<file path="src/rtl/ieeedrv_trk_sched_if.sv">
// SD host request bundle between the track scheduler and the SD host.
// One lane per sub-drive; the scheduler is the master side.
interface ieeedrv_trk_sched_if #(
  parameter int unsigned SUBDRV = 2
);
  logic [SUBDRV-1:0][31:0] sd_lba;
  logic [SUBDRV-1:0][5:0]  sd_blk_cnt;
  logic [SUBDRV-1:0]       sd_rd;
  logic [SUBDRV-1:0]       sd_wr;
  logic [SUBDRV-1:0]       sd_ack;

  modport master (
    output sd_lba,
    output sd_blk_cnt,
    output sd_rd,
    output sd_wr,
    input  sd_ack
  );

  modport slave (
    input  sd_lba,
    input  sd_blk_cnt,
    input  sd_rd,
    input  sd_wr,
    output sd_ack
  );
endinterface

</file>
<file path="src/rtl/ieeedrv_trk_sched.sv">
// Track-buffer scheduler for the 4040/8250 drive: writes back dirty buffers and loads requested
// tracks, serialising all sub-drives round-robin through a single SD command at a time.
module ieeedrv_trk_sched #(
  parameter int unsigned SUBDRV = 2,
  parameter int unsigned TO_W   = 24
) (
  input  logic                   clk_sys,
  input  logic                   reset,
  input  logic [SUBDRV-1:0]      img_mounted,
  input  logic [SUBDRV-1:0]      img_loaded,
  input  logic [SUBDRV-1:0][6:0] want_trk,
  input  logic [SUBDRV-1:0]      save_trk,
  output logic [6:0]             tbl_trk,
  input  logic [31:0]            tbl_lba,
  input  logic [5:0]             tbl_cnt,
  ieeedrv_trk_sched_if.master    sd,
  output logic [SUBDRV-1:0]      busy,
  output logic [SUBDRV-1:0][7:0] ltrack,
  output logic                   sd_err
);

  localparam int unsigned IdxW = (SUBDRV > 1) ? $clog2(SUBDRV) : 1;
  // Last counter value before expiry: strobe/transfer may last 2**TO_W-1 cycles.
  localparam logic [TO_W-1:0] ToLast = {{(TO_W-1){1'b1}}, 1'b0};

  typedef enum logic [2:0] {
    StIdle,
    StSel,
    StWrReq,
    StWrXfer,
    StRdReq,
    StRdXfer,
    StDone,
    StWaitRel
  } state_e;

  state_e                  state_q, state_d;
  logic [IdxW-1:0]         cur_q, cur_d;
  logic [IdxW-1:0]         rr_q, rr_d;
  logic [TO_W-1:0]         to_q, to_d;
  logic [6:0]              rd_trk_q, rd_trk_d;
  logic [SUBDRV-1:0]       dirty_q, dirty_d;
  logic [SUBDRV-1:0]       busy_q, busy_d;
  logic [SUBDRV-1:0][7:0]  ltrack_q, ltrack_d;
  logic [SUBDRV-1:0][31:0] lba_q, lba_d;
  logic [SUBDRV-1:0][5:0]  cnt_q, cnt_d;
  logic                    err_q, err_d;

  logic [SUBDRV-1:0] pending;
  logic [SUBDRV-1:0] wb_cand;
  logic [SUBDRV-1:0] cand;
  logic              found;
  logic [IdxW-1:0]   pick;
  int unsigned       scan_idx;
  logic [IdxW-1:0]   rr_next;
  logic              ack_cur;
  logic              to_run;
  logic [SUBDRV-1:0] rd_strb;
  logic [SUBDRV-1:0] wr_strb;

  always_comb begin
    pending = '0;
    wb_cand = '0;
    for (int unsigned i = 0; i < SUBDRV; i++) begin
      pending[i] = img_loaded[i] && (want_trk[i] != 7'd0) &&
                   ((ltrack_q[i] == 8'hFF) || (want_trk[i] != ltrack_q[i][6:0]));
      wb_cand[i] = dirty_q[i] && (ltrack_q[i] != 8'hFF);
    end
    // A sub-drive being remounted this cycle is not worth starting on.
    cand = (pending | wb_cand) & ~img_mounted;
  end

  // Round-robin scan starting at rr_q.
  always_comb begin
    found    = 1'b0;
    pick     = '0;
    scan_idx = 0;
    for (int unsigned off = 0; off < SUBDRV; off++) begin
      scan_idx = (32'(rr_q) + off) % SUBDRV;
      if (!found && cand[scan_idx]) begin
        found = 1'b1;
        pick  = IdxW'(scan_idx);
      end
    end
  end

  assign rr_next = (cur_q == IdxW'(SUBDRV - 1)) ? '0 : cur_q + 1'b1;
  assign ack_cur = sd.sd_ack[cur_q];

  always_comb begin
    state_d  = state_q;
    cur_d    = cur_q;
    rr_d     = rr_q;
    rd_trk_d = rd_trk_q;
    dirty_d  = dirty_q;
    busy_d   = busy_q;
    ltrack_d = ltrack_q;
    lba_d    = lba_q;
    cnt_d    = cnt_q;
    err_d    = err_q;
    to_d     = '0;
    to_run   = 1'b0;
    tbl_trk  = '0;
    rd_strb  = '0;
    wr_strb  = '0;

    // A save during a read is dropped: the buffer is about to be overwritten.
    for (int unsigned i = 0; i < SUBDRV; i++) begin
      if (save_trk[i] && !(state_q == StRdXfer && cur_q == IdxW'(i))) dirty_d[i] = 1'b1;
    end

    unique case (state_q)
      StIdle: begin
        if (found) begin
          cur_d   = pick;
          state_d = StSel;
        end
      end
      StSel: begin
        busy_d[cur_q] = 1'b1;
        if (dirty_q[cur_q] && (ltrack_q[cur_q] != 8'hFF)) begin
          tbl_trk = ltrack_q[cur_q][6:0];
          state_d = StWrReq;
        end else begin
          tbl_trk  = want_trk[cur_q];
          rd_trk_d = want_trk[cur_q];
          state_d  = StRdReq;
        end
        lba_d[cur_q] = tbl_lba;
        cnt_d[cur_q] = tbl_cnt;
      end
      StWrReq: begin
        to_run         = 1'b1;
        wr_strb[cur_q] = !ack_cur;
        if (ack_cur) state_d = StWrXfer;
      end
      StWrXfer: begin
        to_run = 1'b1;
        if (!ack_cur) begin
          if (!save_trk[cur_q]) dirty_d[cur_q] = 1'b0;
          state_d = pending[cur_q] ? StSel : StDone;
        end
      end
      StRdReq: begin
        to_run         = 1'b1;
        rd_strb[cur_q] = !ack_cur;
        if (ack_cur) state_d = StRdXfer;
      end
      StRdXfer: begin
        to_run = 1'b1;
        if (!ack_cur) begin
          ltrack_d[cur_q] = {1'b0, rd_trk_q};
          state_d         = StDone;
        end
      end
      StDone: begin
        busy_d[cur_q] = 1'b0;
        rr_d          = rr_next;
        state_d       = StIdle;
      end
      StWaitRel: begin
        if (!ack_cur) begin
          busy_d[cur_q] = 1'b0;
          rr_d          = rr_next;
          state_d       = StIdle;
        end
      end
      default: state_d = StIdle;
    endcase

    // Host never answered (or never released): give up on this buffer.
    if (to_run && (to_q == ToLast)) begin
      err_d           = 1'b1;
      ltrack_d[cur_q] = 8'hFF;
      dirty_d[cur_q]  = dirty_q[cur_q];
      state_d         = StWaitRel;
    end

    for (int unsigned i = 0; i < SUBDRV; i++) begin
      if (img_mounted[i]) begin
        ltrack_d[i] = 8'hFF;
        dirty_d[i]  = 1'b0;
        err_d       = 1'b0;
        if (state_q != StIdle && cur_q == IdxW'(i)) begin
          rd_strb = '0;
          wr_strb = '0;
          state_d = StWaitRel;
        end
      end
    end

    to_d = (to_run && state_d == state_q) ? to_q + TO_W'(1) : '0;
  end

  always_ff @(posedge clk_sys) begin
    if (reset) begin
      state_q  <= StIdle;
      cur_q    <= '0;
      rr_q     <= '0;
      to_q     <= '0;
      rd_trk_q <= '0;
      dirty_q  <= '0;
      busy_q   <= '0;
      ltrack_q <= {SUBDRV{8'hFF}};
      lba_q    <= '0;
      cnt_q    <= '0;
      err_q    <= 1'b0;
    end else begin
      state_q  <= state_d;
      cur_q    <= cur_d;
      rr_q     <= rr_d;
      to_q     <= to_d;
      rd_trk_q <= rd_trk_d;
      dirty_q  <= dirty_d;
      busy_q   <= busy_d;
      ltrack_q <= ltrack_d;
      lba_q    <= lba_d;
      cnt_q    <= cnt_d;
      err_q    <= err_d;
    end
  end

  assign sd.sd_rd      = rd_strb;
  assign sd.sd_wr      = wr_strb;
  assign sd.sd_lba     = lba_q;
  assign sd.sd_blk_cnt = cnt_q;
  assign busy          = busy_q;
  assign ltrack        = ltrack_q;
  assign sd_err        = err_q;

endmodule

</file>
<file path="src/flat_wrapper.sv">
// flat-port wrapper written by rule: the top's interface ports become plain ports
module ieeedrv_trk_sched_flat 
#(
  parameter int unsigned SUBDRV = 2,
  parameter int unsigned TO_W   = 24
)
  (clk_sys, reset, img_mounted, img_loaded, want_trk, save_trk, tbl_trk, tbl_lba, tbl_cnt, busy, ltrack, sd_err, sd_sd_lba, sd_sd_blk_cnt, sd_sd_rd, sd_sd_wr, sd_sd_ack);
  ieeedrv_trk_sched_if #(.SUBDRV(SUBDRV)) sd_i ();
  input  logic clk_sys;
  input  logic reset;
  input  logic [SUBDRV-1:0] img_mounted;
  input  logic [SUBDRV-1:0] img_loaded;
  input  logic [SUBDRV-1:0][6:0] want_trk;
  input  logic [SUBDRV-1:0] save_trk;
  output logic [6:0] tbl_trk;
  input  logic [31:0] tbl_lba;
  input  logic [5:0] tbl_cnt;
  output logic [SUBDRV-1:0] busy;
  output logic [SUBDRV-1:0][7:0] ltrack;
  output logic sd_err;
  output wire logic [$bits(sd_i.sd_lba)-1:0] sd_sd_lba;
  output wire logic [$bits(sd_i.sd_blk_cnt)-1:0] sd_sd_blk_cnt;
  output wire logic [$bits(sd_i.sd_rd)-1:0] sd_sd_rd;
  output wire logic [$bits(sd_i.sd_wr)-1:0] sd_sd_wr;
  input wire logic [$bits(sd_i.sd_ack)-1:0] sd_sd_ack;
  assign sd_sd_lba = sd_i.sd_lba;
  assign sd_sd_blk_cnt = sd_i.sd_blk_cnt;
  assign sd_sd_rd = sd_i.sd_rd;
  assign sd_sd_wr = sd_i.sd_wr;
  assign sd_i.sd_ack = sd_sd_ack;
  ieeedrv_trk_sched #(.SUBDRV(SUBDRV), .TO_W(TO_W)) u_core (.clk_sys(clk_sys), .reset(reset), .img_mounted(img_mounted), .img_loaded(img_loaded), .want_trk(want_trk), .save_trk(save_trk), .tbl_trk(tbl_trk), .tbl_lba(tbl_lba), .tbl_cnt(tbl_cnt), .sd(sd_i), .busy(busy), .ltrack(ltrack), .sd_err(sd_err));
endmodule
</file>
<file path="config.mk">
export PLATFORM = sky130hd
export DESIGN_NAME = ieeedrv_trk_sched_flat
export DESIGN_NICKNAME = d
export VERILOG_FILES = /design/src/rtl/ieeedrv_trk_sched_if.sv /design/src/rtl/ieeedrv_trk_sched.sv /design/src/flat_wrapper.sv
export SDC_FILE = /design/constraint.sdc
export NUM_CORES = 1
export LEC_CHECK = 0
export ABC_AREA = 0
export BUFFER_PORTS_ARGS = -buffer_cell sky130_fd_sc_hd__clkbuf_2
export CAP_MARGIN = 0
export CORE_UTILIZATION = 52
export DETAILED_ROUTE_END_ITERATION = 10
export GPL_TIMING_DRIVEN = 0
export PLACE_DENSITY_LB_ADDON = 0.1
export SLEW_MARGIN = 20
export SYNTH_ARGS = -nofsm -noshare
export SYNTH_HDL_FRONTEND = slang
export SYNTH_SLANG_ARGS = --single-unit
</file>
<file path="constraint.sdc">
create_clock -name clk_sys -period 2.78 [get_ports clk_sys]
set_input_delay 0.417 -clock clk_sys [delete_from_list [all_inputs] [get_ports clk_sys]]
set_output_delay 0.417 -clock clk_sys [all_outputs]
set_load 0.05 [all_outputs]
</file>
-- After elaboration in Yosys (flattened, before gate mapping)
Index checks and enable logic that the tools add are counted.
- bitwise logic cells: 12
- reduce and logical (&&, ||, !) cells: 38
- add/subtract/negate cells: 3
- mux-type cells: 73
- eq/ne operators: 17
- $lt $le $gt $ge: 4
- operator list (cell ; number):
    $bwmux W64 ; 1
    $mux W16 ; 3
    $mux W3 ; 13
    $demux W32 S1 ; 1
    $mux W32 ; 1
    $mux W2 ; 15
    $mux W7 ; 4
    $add A24 B1 Y24 const B ; 1
    $eq A24 B24 Y1 const B ; 1
    $mux W8 ; 3
    $ne A8 B8 Y1 const B ; 3
    $pmux W3 S8 ; 1
    $mux W1 ; 22
    $logic_and A1 B1 Y1 ; 17
    $bwmux W16 ; 1
    $eq A8 B8 Y1 const B ; 2
    $or A16 B16 Y16 ; 1
    $ne A7 B7 Y1 ; 2
    $reduce_bool A7 Y1 ; 2
    $bwmux W12 ; 1
    $eq A3 B3 Y1 const B ; 4
    $and A2 B2 Y2 ; 4
    $demux W8 S1 ; 1
    $reduce_and A2 Y1 ; 4
    other kinds (24) ; 39
- register bits: 133
- logic and storage cells: 162
- output and inout bits: 106

-- Logic depth before layout (Yosys ltp)
Gate-level depths: netlist (run 1).
- word-level depth: 22
- depth in mapped cells: 11

-- Least setup slack after synthesis (run 1)
OpenSTA, ideal clock, no wires.
- path type: register -> register
- from: register with a tool-made name
- to: register u_core.to_q[16]
- cell stages (with the launch flop): 9
- arrival: 2.545 ns
- required time: 2.665 ns
- path slack: 0.120 ns
- setup time: 0.115 ns
- cell sequence: dfxtp_1 nand4_1 or2_2 a31o_2 a211oi_1 nor4b_4 a31oi_2 buf_6 nor2_2
- RTL lines (what ; RTL line ; source):
    end signal: assignment ; ieeedrv_trk_sched.sv:212 ; to_q <= to_d;
    end: declaration ; ieeedrv_trk_sched.sv:40 ; logic [TO_W-1:0] to_q, to_d;

==> reports/metrics.yaml, run 1 <==
floorplan:
  die_y_um: 107
  pin_count: 168
  core_mm2: 0.0108
  floorplan.initialDensity_pct: 53.2
  rows: 38
  die_w_um: 107
  dieArea_mm2: 0.0115
worst_hold_path:
  min_path_cells: 3
  min_delay_worst_endpoint: "u_core.sd.sd_blk_cnt[6]"
  hp-class: "in -> reg"
  min_from: "tbl_cnt[0]"
global_routing:
  first_global_vias: 5390
  grt_first_pass_wirelength_um: 26000
  antenna_found_initial: 0
  grt_max_degree: 17
  grt.total_usage_pct: 29.1
  grt_overflow_total: 0
sta:
  tns_ps: 0
  maxSlewViolCount: 0
  period_minus_slack_ps: 2720
  worst_pin_slew_ps: 809
  finalCritPeriodShare_pct: 97.9
  setup_viol: 0
  finalHoldViolCount: 0
  max_freq_mhz: 367
  holdWs_ps: 120
  fin_skew_ps: 6.61
  slew_headroom_pct: 45.9
logic_synthesis:
  synth-main-ff-cell: "dfxtp_1"
  yosysSeqAreaShare_pct: 46.2
  synth_seq_cells: 133
  ys_types: 53
  syn_avg_cell_area_um2: 8.27
  synth-edff-count: 0
  synthCells: 698
  synth_fp_nets: 762
  synthesis.area_mm2: 0.00577
  async_reset_ff_share_pct: 0
  yosysWarnings: 0
worst_setup_path:
  cp.required_ps: 2360
  critical_path_class: "reg -> out"
  setup.worst_path.start_class: "register"
  regToRegStartpoint: "u_core.state_q[2]"
  setup.worst_path.end_class: "output port"
  reg2reg_setup_slack_ps: 130
  worstPathArrival_ps: 2310
  cp_slowest_stage_delay_ps: 350
  cp_slowest_cell: "dfxtp_2"
  ff2ff_path_depth: 7
  critPathMaxFanout: 8
  path_cells: "nand4_1, or2_4, nand2_2, mux2i_4, mux4_2, and2_1, buf_2"
  r2r-end: "u_core.to_q[16]"
power_and_ir_drop:
  ir_drop_mv: 0.517
  p_leak_nw: 2.91
  p_total_mw: 7.16
  power_density_mw_per_mm2: 948
cells_and_area:
  area_growth_pct: 30.9
  n_fill_cell: 866
  antenna_cells: 0
  regArea_mm2: 0.00268
  nets: 954
  drive_gt1_share_pct: 29.1
  multi_input_area_mm2: 0.00297
  stdcell_count: 1043
placement:
  dp.cells: 1005
  hpwl_um: 11800
  place_congestion: 0.914
  portBuffers: 167
outcome:
  status: "finished, final reports clean"
cts:
  insertion_delay_ps: 530
  clock_tree.htree_level_count: 4
  clkSinkCount: 133
  cts_tree: "built"
  ctsLongestPathBuffers: 2
  cts.clk_slew.worst_paths_ps: 60
  cts-root-buf: "clkbuf_8"
  cts_buffers: 17
detailed_routing:
  antenna_left: 0
  vias: 5698
  wl_um: 16400
  wl_per_cell_um: 15.7
  drc: 0
  via_per_inst: 5.46
  dr.pass1.iters: 5
  drt_iter0_drc: 348
job:
  drv_cap: 0
synthesized netlist by cell type, drive strengths merged (2+ instances only):
library cell / number / area (um^2)
and3: 3 / 23.8
a2111oi: 2 / 23.8
mux4: 7 / 158
or3: 3 / 18.8
nand4: 10 / 62.6
o22ai: 14 / 87.6
and2: 9 / 56.3
clkbuf: 31 / 116
o211ai: 5 / 37.5
o21ai: 6 / 30.0
nor2b: 3 / 18.8
nor4: 6 / 37.5
a211oi: 11 / 82.6
dfxtp: 133 / 2660
a31oi: 3 / 25.0
a21oi: 85 / 425
buf: 8 / 61.3
nand3: 17 / 85.1
o21a: 3 / 22.5
or4: 4 / 33.8
o32ai: 2 / 17.5
mux2i: 10 / 100
inv: 5 / 18.8
nand2b: 3 / 18.8
xnor2: 20 / 175
xor2: 17 / 149
ha: 2 / 25.0
o31ai: 3 / 22.5
nor3: 10 / 50.1
nand2: 186 / 698
nor4b: 2 / 32.5
nor2: 63 / 287
kinds of logic after synthesis:
kind of cell / after synthesis / share of synthesized area (%)
xor+xnor: 37 / 5.62
mux: 18 / 4.66
buf+inv: 45 / 3.47
compound gates: 139 / 14.2
flops: 133 / 46.2
fa+ha+maj: 2 / 0.434
simple gates: 324 / 25.4
cell type report:
class                      count  share of cell area (%)
tap                          140                    2.32
timing repair buffer         173                    11.8
buffer                        39                    2.43
multi-input combinational    520                    39.3
inverter                       6                   0.364
clock buffer                  21                    6.08
sequential                   133                    35.4
clock inverter                11                    2.25
routing by layer:
| metal | global-route usage (%) | vias up | part of all wire [%] |
|---|---|---|---|
| li1 | - | 2774 | - |
| met1 | 35.1 | 2651 | 41 |
| met2 | 49.1 | 245 | 50 |
| met3 | 7.14 | 28 | 7.6 |
| met4 | 12.8 | 0 | 2.0 |
| met5 | 0 | - | 0 |
what timing repair did:
| action | 4_1_cts | 5_1_grt |
|---|---|---|
| hold buffers | 0 | 0 |
| pin swaps | 0 | 4 |
| resized for setup | 21 | 20 |
| setup buffers | 1 | 5 |
| endpoints found under the setup margin | 31 | 28 |
cell usage in the layout (no fill, tap or decap), drive strengths merged, types with 4 or more instances in the layout:
cell type    n
inv          7
nand4       10
dfxtp      133
clkbuf     212
a211oi      11
o22ai       14
nor2        63
mux2i       10
o21ai        6
a21oi       85
nor3        10
nor4         6
and2         9
mux4         7
or4          4
bufinv       4
nand3       17
clkinv       6
o211ai       5
xor2        17
buf         21
xnor2       20
nand2      186
stage by stage:
step | utilization (%) | area [um^2] | worst slack, ps
2_1_floorplan | - | 5770 | 120
3_3_place_gp | 62.5 | 6780 | -372
5_1_grt | 69.7 | 7550 | -14.4
4_1_cts | 69.0 | 7480 | 0.958
3_5_place_dp | 62.5 | 6780 | -288
6_report | 69.7 | 7550 | 57.7
power by group:
part           switching, mW  internal (mW)
combinational           1.74          0.700
clock                  0.838           1.53
sequential             0.197           2.16
worst max-delay path: cells and delay by family, from the launching register on:
kind | cells | cell delay (ps)
buf+inv | 1 | 200
mux | 2 | 700
simple gates | 4 | 520
flops | 1 | 350
worst max path at each step:
stage                                  from              end  depth (start not counted)
after floorplan                    register  u_core.to_q[16]                          8
after global placement    u_core.state_q[0]  u_core.to_q[13]                          8
after detailed placement  u_core.state_q[0]  u_core.to_q[16]                          8
after CTS                          register       tbl_trk[6]                          6
after global routing               register       tbl_trk[5]                          7
final                              register       tbl_trk[3]                          7
(Power assumes the default switching activity.)
==> inputs of run 2 (changes only) <==
==> constraint.sdc (replaced) <==
create_clock -name clk_sys -period 2.7 [get_ports clk_sys]
set_input_delay 0.405 -clock clk_sys [delete_from_list [all_inputs] [get_ports clk_sys]]
set_output_delay 0.405 -clock clk_sys [all_outputs]
set_load 0.05 [all_outputs]
==> run 2 against run 1 <==
Compared with the run above:
- final cell count increased by 0.29%
- total power increased by 4.5%
- routed wire length increased by 0.24%
- die area unchanged
==> reports/metrics.yaml, run 2 (same netlist as run 1, synthesis figures left out) <==
outcome:
  status: "finished, final reports clean"
detailed_routing:
  vias: 5705  # +0.12%
  drt_iter0_drc: 374  # +7.5%
  wl_um: 16500  # +0.24%
  via_per_inst: 5.45  # -0.16%
  wl_per_cell_um: 15.7  # about the same
  dr.pass1.iters: 5  # unchanged
  drc: 0  # unchanged
  antenna_left: 0  # unchanged
cts:
  cts_buffers: 17  # unchanged
  clock_tree.htree_level_count: 4  # unchanged
  cts-root-buf: "clkbuf_8"
  cts_tree: "built"
  clkSinkCount: 133  # unchanged
  cts.clk_slew.worst_paths_ps: 60  # about the same
  ctsLongestPathBuffers: 2  # unchanged
  insertion_delay_ps: 530  # about the same
floorplan:
  dieArea_mm2: 0.0115  # unchanged
  rows: 38  # unchanged
  floorplan.initialDensity_pct: 53.2  # unchanged
  die_y_um: 107  # unchanged
  pin_count: 168  # unchanged
  die_w_um: 107  # unchanged
  core_mm2: 0.0108  # unchanged
worst_setup_path:
  reg2reg_setup_slack_ps: 90  # -40 ps
  setup.worst_path.end_class: "output port"
  critPathMaxFanout: 8  # unchanged
  worstPathArrival_ps: 2260  # -50 ps
  critical_path_class: "reg -> out"
  cp.required_ps: 2300  # -60 ps
  setup.worst_path.start_class: "register"
cells_and_area:
  final_area_mm2: 0.00767  # +1.6%
  final_common_cell: "nand2_1"
  n_fill_cell: 850  # -1.8%
  layout_common_cells: "nand2_1 (185), clkbuf_2 (161), dfxtp_1 (124), a21oi_1 (85), nor2_1 (43)"
  nets: 957  # +0.31%
  drive_gt1_share_pct: 30.4  # +1.2 points
  antenna_cells: 0  # unchanged
  area_growth_pct: 33.0
power_and_ir_drop:
  power_density_mw_per_mm2: 975  # +2.9%
  p_leak_nw: 2.97  # +2.0%
  ir_drop_mv: 0.535  # +3.5%
sta:
  setup_viol: 0  # unchanged
  finalCritPeriodShare_pct: 98.9
  setup_slack_ps: 30.9  # -26.8 ps
  fin_skew_ps: 6.10  # -0.515 ps
  finalHoldViolCount: 0  # unchanged
  maxSlewViolCount: 0  # unchanged
  rsz0062_at_grt: "yes"
  period_minus_slack_ps: 2670
  slew_headroom_pct: 46.8  # +0.87 points
  max_freq_mhz: 375
  worst_pin_slew_ps: 799  # -10.1 ps
global_routing:
  grt_max_degree: 17  # unchanged
  first_global_vias: 5386  # -0.074%
  grt_first_pass_wirelength_um: 26000  # about the same
  grt.total_usage_pct: 29.1  # about the same
  antenna_found_initial: 0  # unchanged
  grt_overflow_total: 0  # unchanged
placement:
  portBuffers: 167  # unchanged
  dp_slack_ps: -368  # -80.0 ps
  hpwl_um: 11800  # unchanged
  place_congestion: 0.914  # unchanged
  placed_area_mm2: 0.00678  # unchanged
job:
  drv_cap: 0  # unchanged
worst_hold_path:
  hp-class: "in -> reg"
-- run 2: cell types whose count changed in the layout (fill, tap and decap cells not counted), sizes merged --
cell  before  now
buf       21   24
-- run 2: through the flow --
stage               std cells  hold slack [ps]  TNS, ps  util (%)  power [mW]
floorplan                 698              457        0         -        4.23
global placement         1005              442   -10900      62.5        4.79
detailed placement       1005              447    -8870      62.5        4.85
CTS                      1039             93.2        0      69.7        7.37
global route             1046             92.6    -91.2      70.8        7.80
finish                   1046              109        0      70.8        7.48
-- run 2: routing by layer --
layer | up-vias | wire length [um] | track usage [%]
li1 | 2783 | - | -
met5 | - | 0 | 0
met2 | 250 | 8170 | 49.1
met3 | 35 | 1180 | 7.20
met4 | 0 | 363 | 12.6
met1 | 2637 | 6740 | 35.2
-- run 2: worst max-delay path, stage by stage (launching register included) --
cell and delay (ps):
dfxtp_4 360, nand4_1 140, or2_4 160, nand2_4 60, mux2i_4 340, mux4_2 360
and2_4 180, buf_8 140
-- run 2: final cells by class --
type                       count  area [um^2]  area share [%]
inverter                       6         27.5           0.359
clock buffer                  21          459            5.98
clock inverter                11          170            2.22
buffer                        39          189            2.46
multi-input combinational    520         3000            39.1
timing repair buffer         176          973            12.7
tap                          140          175            2.28
sequential                   133         2680            34.9
-- run 2: final timing paths --
check,to,start,cells after the start
setup / recovery,tbl_trk[3],register,7
hold / removal,u_core.sd.sd_blk_cnt[6],tbl_cnt[0],3
setup reg to reg,u_core.to_q[16],register,9
hold reg to reg,u_core.sd.sd_blk_cnt[6],u_core.sd.sd_blk_cnt[6],2
-- run 2: what timing repair did --
| action | 4_1_cts | 5_1_grt |
|---|---|---|
| buffers inserted | 2 | 7 |
| pin swaps | 3 | 7 |
| hold buffers | 0 | 0 |
| resized for setup | 37 | 27 |
| endpoints found under the setup margin | 31 | 27 |
-- run 2: report_power, final --
part / total, mW / internal [mW] / switching [mW] / leakage (nW)
registers: 2.42 / 2.22 / 0.203 / 1.08
clock network: 2.44 / 1.58 / 0.861 / 0.313
logic: 2.62 / 0.803 / 1.82 / 1.58
total: 7.48 / 4.60 / 2.88 / 2.97
==> inputs of run 3 (changes only) <==
--- a/config.mk
+++ b/config.mk
@@ -8,9 +8,12 @@
 export ABC_AREA = 0
 export BUFFER_PORTS_ARGS = -buffer_cell sky130_fd_sc_hd__clkbuf_2
 export CAP_MARGIN = 0
-export CORE_UTILIZATION = 52
+export CELL_PAD_IN_SITES_DETAIL_PLACEMENT = 0
+export CELL_PAD_IN_SITES_GLOBAL_PLACEMENT = 2
+export CORE_UTILIZATION = 29
 export DETAILED_ROUTE_END_ITERATION = 10
 export GPL_TIMING_DRIVEN = 0
+export HOLD_SLACK_MARGIN = 0.05
 export PLACE_DENSITY_LB_ADDON = 0.1
 export SLEW_MARGIN = 20
 export SYNTH_ARGS = -nofsm -noshare
==> run 3 against run 2 <==
Compared with the run above:
- utilization decreased by 31 points
- via count is 2.8% lower
- sequential power is essentially flat
- clock skew increased by 4.8 ps
- sequential share of layout area barely moved
- die area up 78%
- routed wire length rose by 11%
- final area about the same
- largest cell class unchanged
- final cell count rose by 11%
- global-route usage down 11 points
- fmax grew 1.5%
==> reports/metrics.yaml, run 3 (same netlist as run 1, synthesis figures left out) <==
outcome:
  status: "finished, final reports clean"
placement:
  portBuffers: 167  # unchanged
  place_congestion: 0.859  # -6.1%
  hpwl_um: 14000  # +18%
worst_setup_path:
  cp.required_ps: 2300  # about the same
  setup.worst_path.start_class: "register"
  critPathTopFamily: "multiplexers"
  path_cells: "nand4_1, or2_4, nand2_2, mux2i_4, mux4_2, and2_1, clkbuf_4"
  critPathBufInv: 1  # unchanged
  cp_slowest_cell: "dfxtp_4"
  critPathMaxFanout: 8  # unchanged
  setup.worst_path.end_class: "output port"
  cp_slowest_stage_delay_ps: 360  # about the same
  worstPathArrival_ps: 2220  # -40 ps
  critical_path_class: "reg -> out"
sta:
  finalHoldViolCount: 0  # unchanged
  holdWs_ps: 218  # +109 ps
  finalCritPeriodShare_pct: 97.4  # -1.5 points
  slew_headroom_pct: 42.4  # -4.3 points
  fin_skew_ps: 10.9  # +4.81 ps
  max_freq_mhz: 380  # +1.5%
  setup_viol: 0  # unchanged
  period_minus_slack_ps: 2630  # -39.2 ps
  maxSlewViolCount: 0  # unchanged
  worst_pin_slew_ps: 864  # +65.1 ps
global_routing:
  grt.total_usage_pct: 18.3  # -11 points
  grt_first_pass_wirelength_um: 28700  # +10%
  grt_max_degree: 17  # unchanged
  grt_overflow_total: 0  # unchanged
  first_global_vias: 5544  # +2.9%
  antenna_found_initial: 0  # unchanged
detailed_routing:
  drt_iter0_drc: 171  # -54%
  antenna_left: 0  # unchanged
  wl_um: 18300  # +11%
  drc: 0  # unchanged
  via_per_inst: 4.76  # -13%
  wl_per_cell_um: 15.7  # about the same
  vias: 5546  # -2.8%
  dr.pass1.iters: 4  # -1
cells_and_area:
  area_growth_pct: 33.0  # about the same
  regArea_mm2: 0.00268  # about the same
  multi_input_area_mm2: 0.00299  # -0.21%
  antenna_cells: 0  # unchanged
  nets: 951  # -0.63%
  drive_gt1_share_pct: 29.4  # -0.91 points
  n_fill_cell: 2082  # +140%
  layout_common_cells: "nand2_1 (185), clkbuf_2 (163), dfxtp_1 (122), a21oi_1 (85), nor2_1 (43)"
  final_common_cell: "nand2_1"
cts:
  insertion_delay_ps: 420  # -110 ps
  clock_tree.htree_level_count: 4  # unchanged
  cts.clk_slew.worst_paths_ps: 60  # about the same
  clkSinkCount: 133  # unchanged
  cts-root-buf: "clkbuf_16"
  cts_tree: "built"
  hold_buffers: 0  # unchanged
  ctsLongestPathBuffers: 2  # unchanged
  cts_buffers: 17  # unchanged
job:
  drv_cap: 0  # unchanged
floorplan:
  pin_count: 168  # unchanged
  core_mm2: 0.0195  # +80%
  dieArea_mm2: 0.0205  # +78%
  rows: 51  # +34%
  die_w_um: 143  # +33%
  floorplan.initialDensity_pct: 29.6  # -24 points
  die_y_um: 143  # +33%
power_and_ir_drop:
  p_total_mw: 7.23  # -3.4%
  ir_drop_mv: 0.507  # -5.3%
  p_leak_nw: 2.87  # -3.6%
  power_density_mw_per_mm2: 942  # -3.4%
worst_hold_path:
  hp-class: "in -> reg"
## run 3: routing by layer
metal	part of all wire (%)	up-vias	wire length [um]	global-route usage, %
li1	-	2774	-	-
met3	6.0	25	1100	4.59
met1	43	2581	7910	21.9
met2	49	166	8920	31.3
met5	0	-	0	0
met4	2.1	0	378	7.19
## run 3: final timing paths
path,start,endpoint,slack [ps],depth (start not counted)
setup / recovery,register,tbl_trk[5],70,7
hold reg to reg,u_core.sd.sd_lba[50],u_core.sd.sd_lba[50],450,2
setup reg to reg,u_core.state_q[1],u_core.to_q[10],140,9
hold / removal,tbl_lba[0],u_core.sd.sd_lba[32],220,3
## run 3: worst reg2reg max path, delay by kind of cell (launching register included)
| kind | cells | cell delay (ps) |
|---|---|---|
| buffers and inverters | 2 | 340 |
| AO/OA/AOI/OAI | 3 | 600 |
| flip-flops | 1 | 520 |
| AND/OR/NAND/NOR | 4 | 1030 |
## run 3: report_power, final
group / total [mW] / internal, mW / leakage, nW / switching, mW
combinational: 2.55 / 0.733 / 1.52 / 1.82
clock: 2.24 / 1.33 / 0.272 / 0.912
sequential: 2.43 / 2.22 / 1.07 / 0.211
total: 7.23 / 4.28 / 2.87 / 2.94
## run 3: cell type report
type	count	area share, %
buffer	39	2.45
clock buffer	20	5.95
clock inverter	12	1.57
inverter	6	0.359
multi-input combinational	520	39.0
sequential	133	35.0
tap	265	4.32
timing repair buffer	170	11.4
## run 3: what timing repair did
action,CTS,global route
buffers inserted,2,1
setup endpoints to repair,40,40
gates resized for setup,28,21
pin swaps,0,2
## run 3: stage by stage
step	instance area (um^2)	cells	setup TNS (ps)	utilization, %	setup slack [ps]
after global routing	7670	1165	-23.3	39.4	-7.99
after CTS	7620	1164	0	39.2	26.1
after global placement	6940	1130	-27340	35.6	-760
after floorplan	5770	698	0	-	39.9
after detailed placement	6940	1130	-11080	35.7	-379
final	7670	1165	0	39.4	70.1
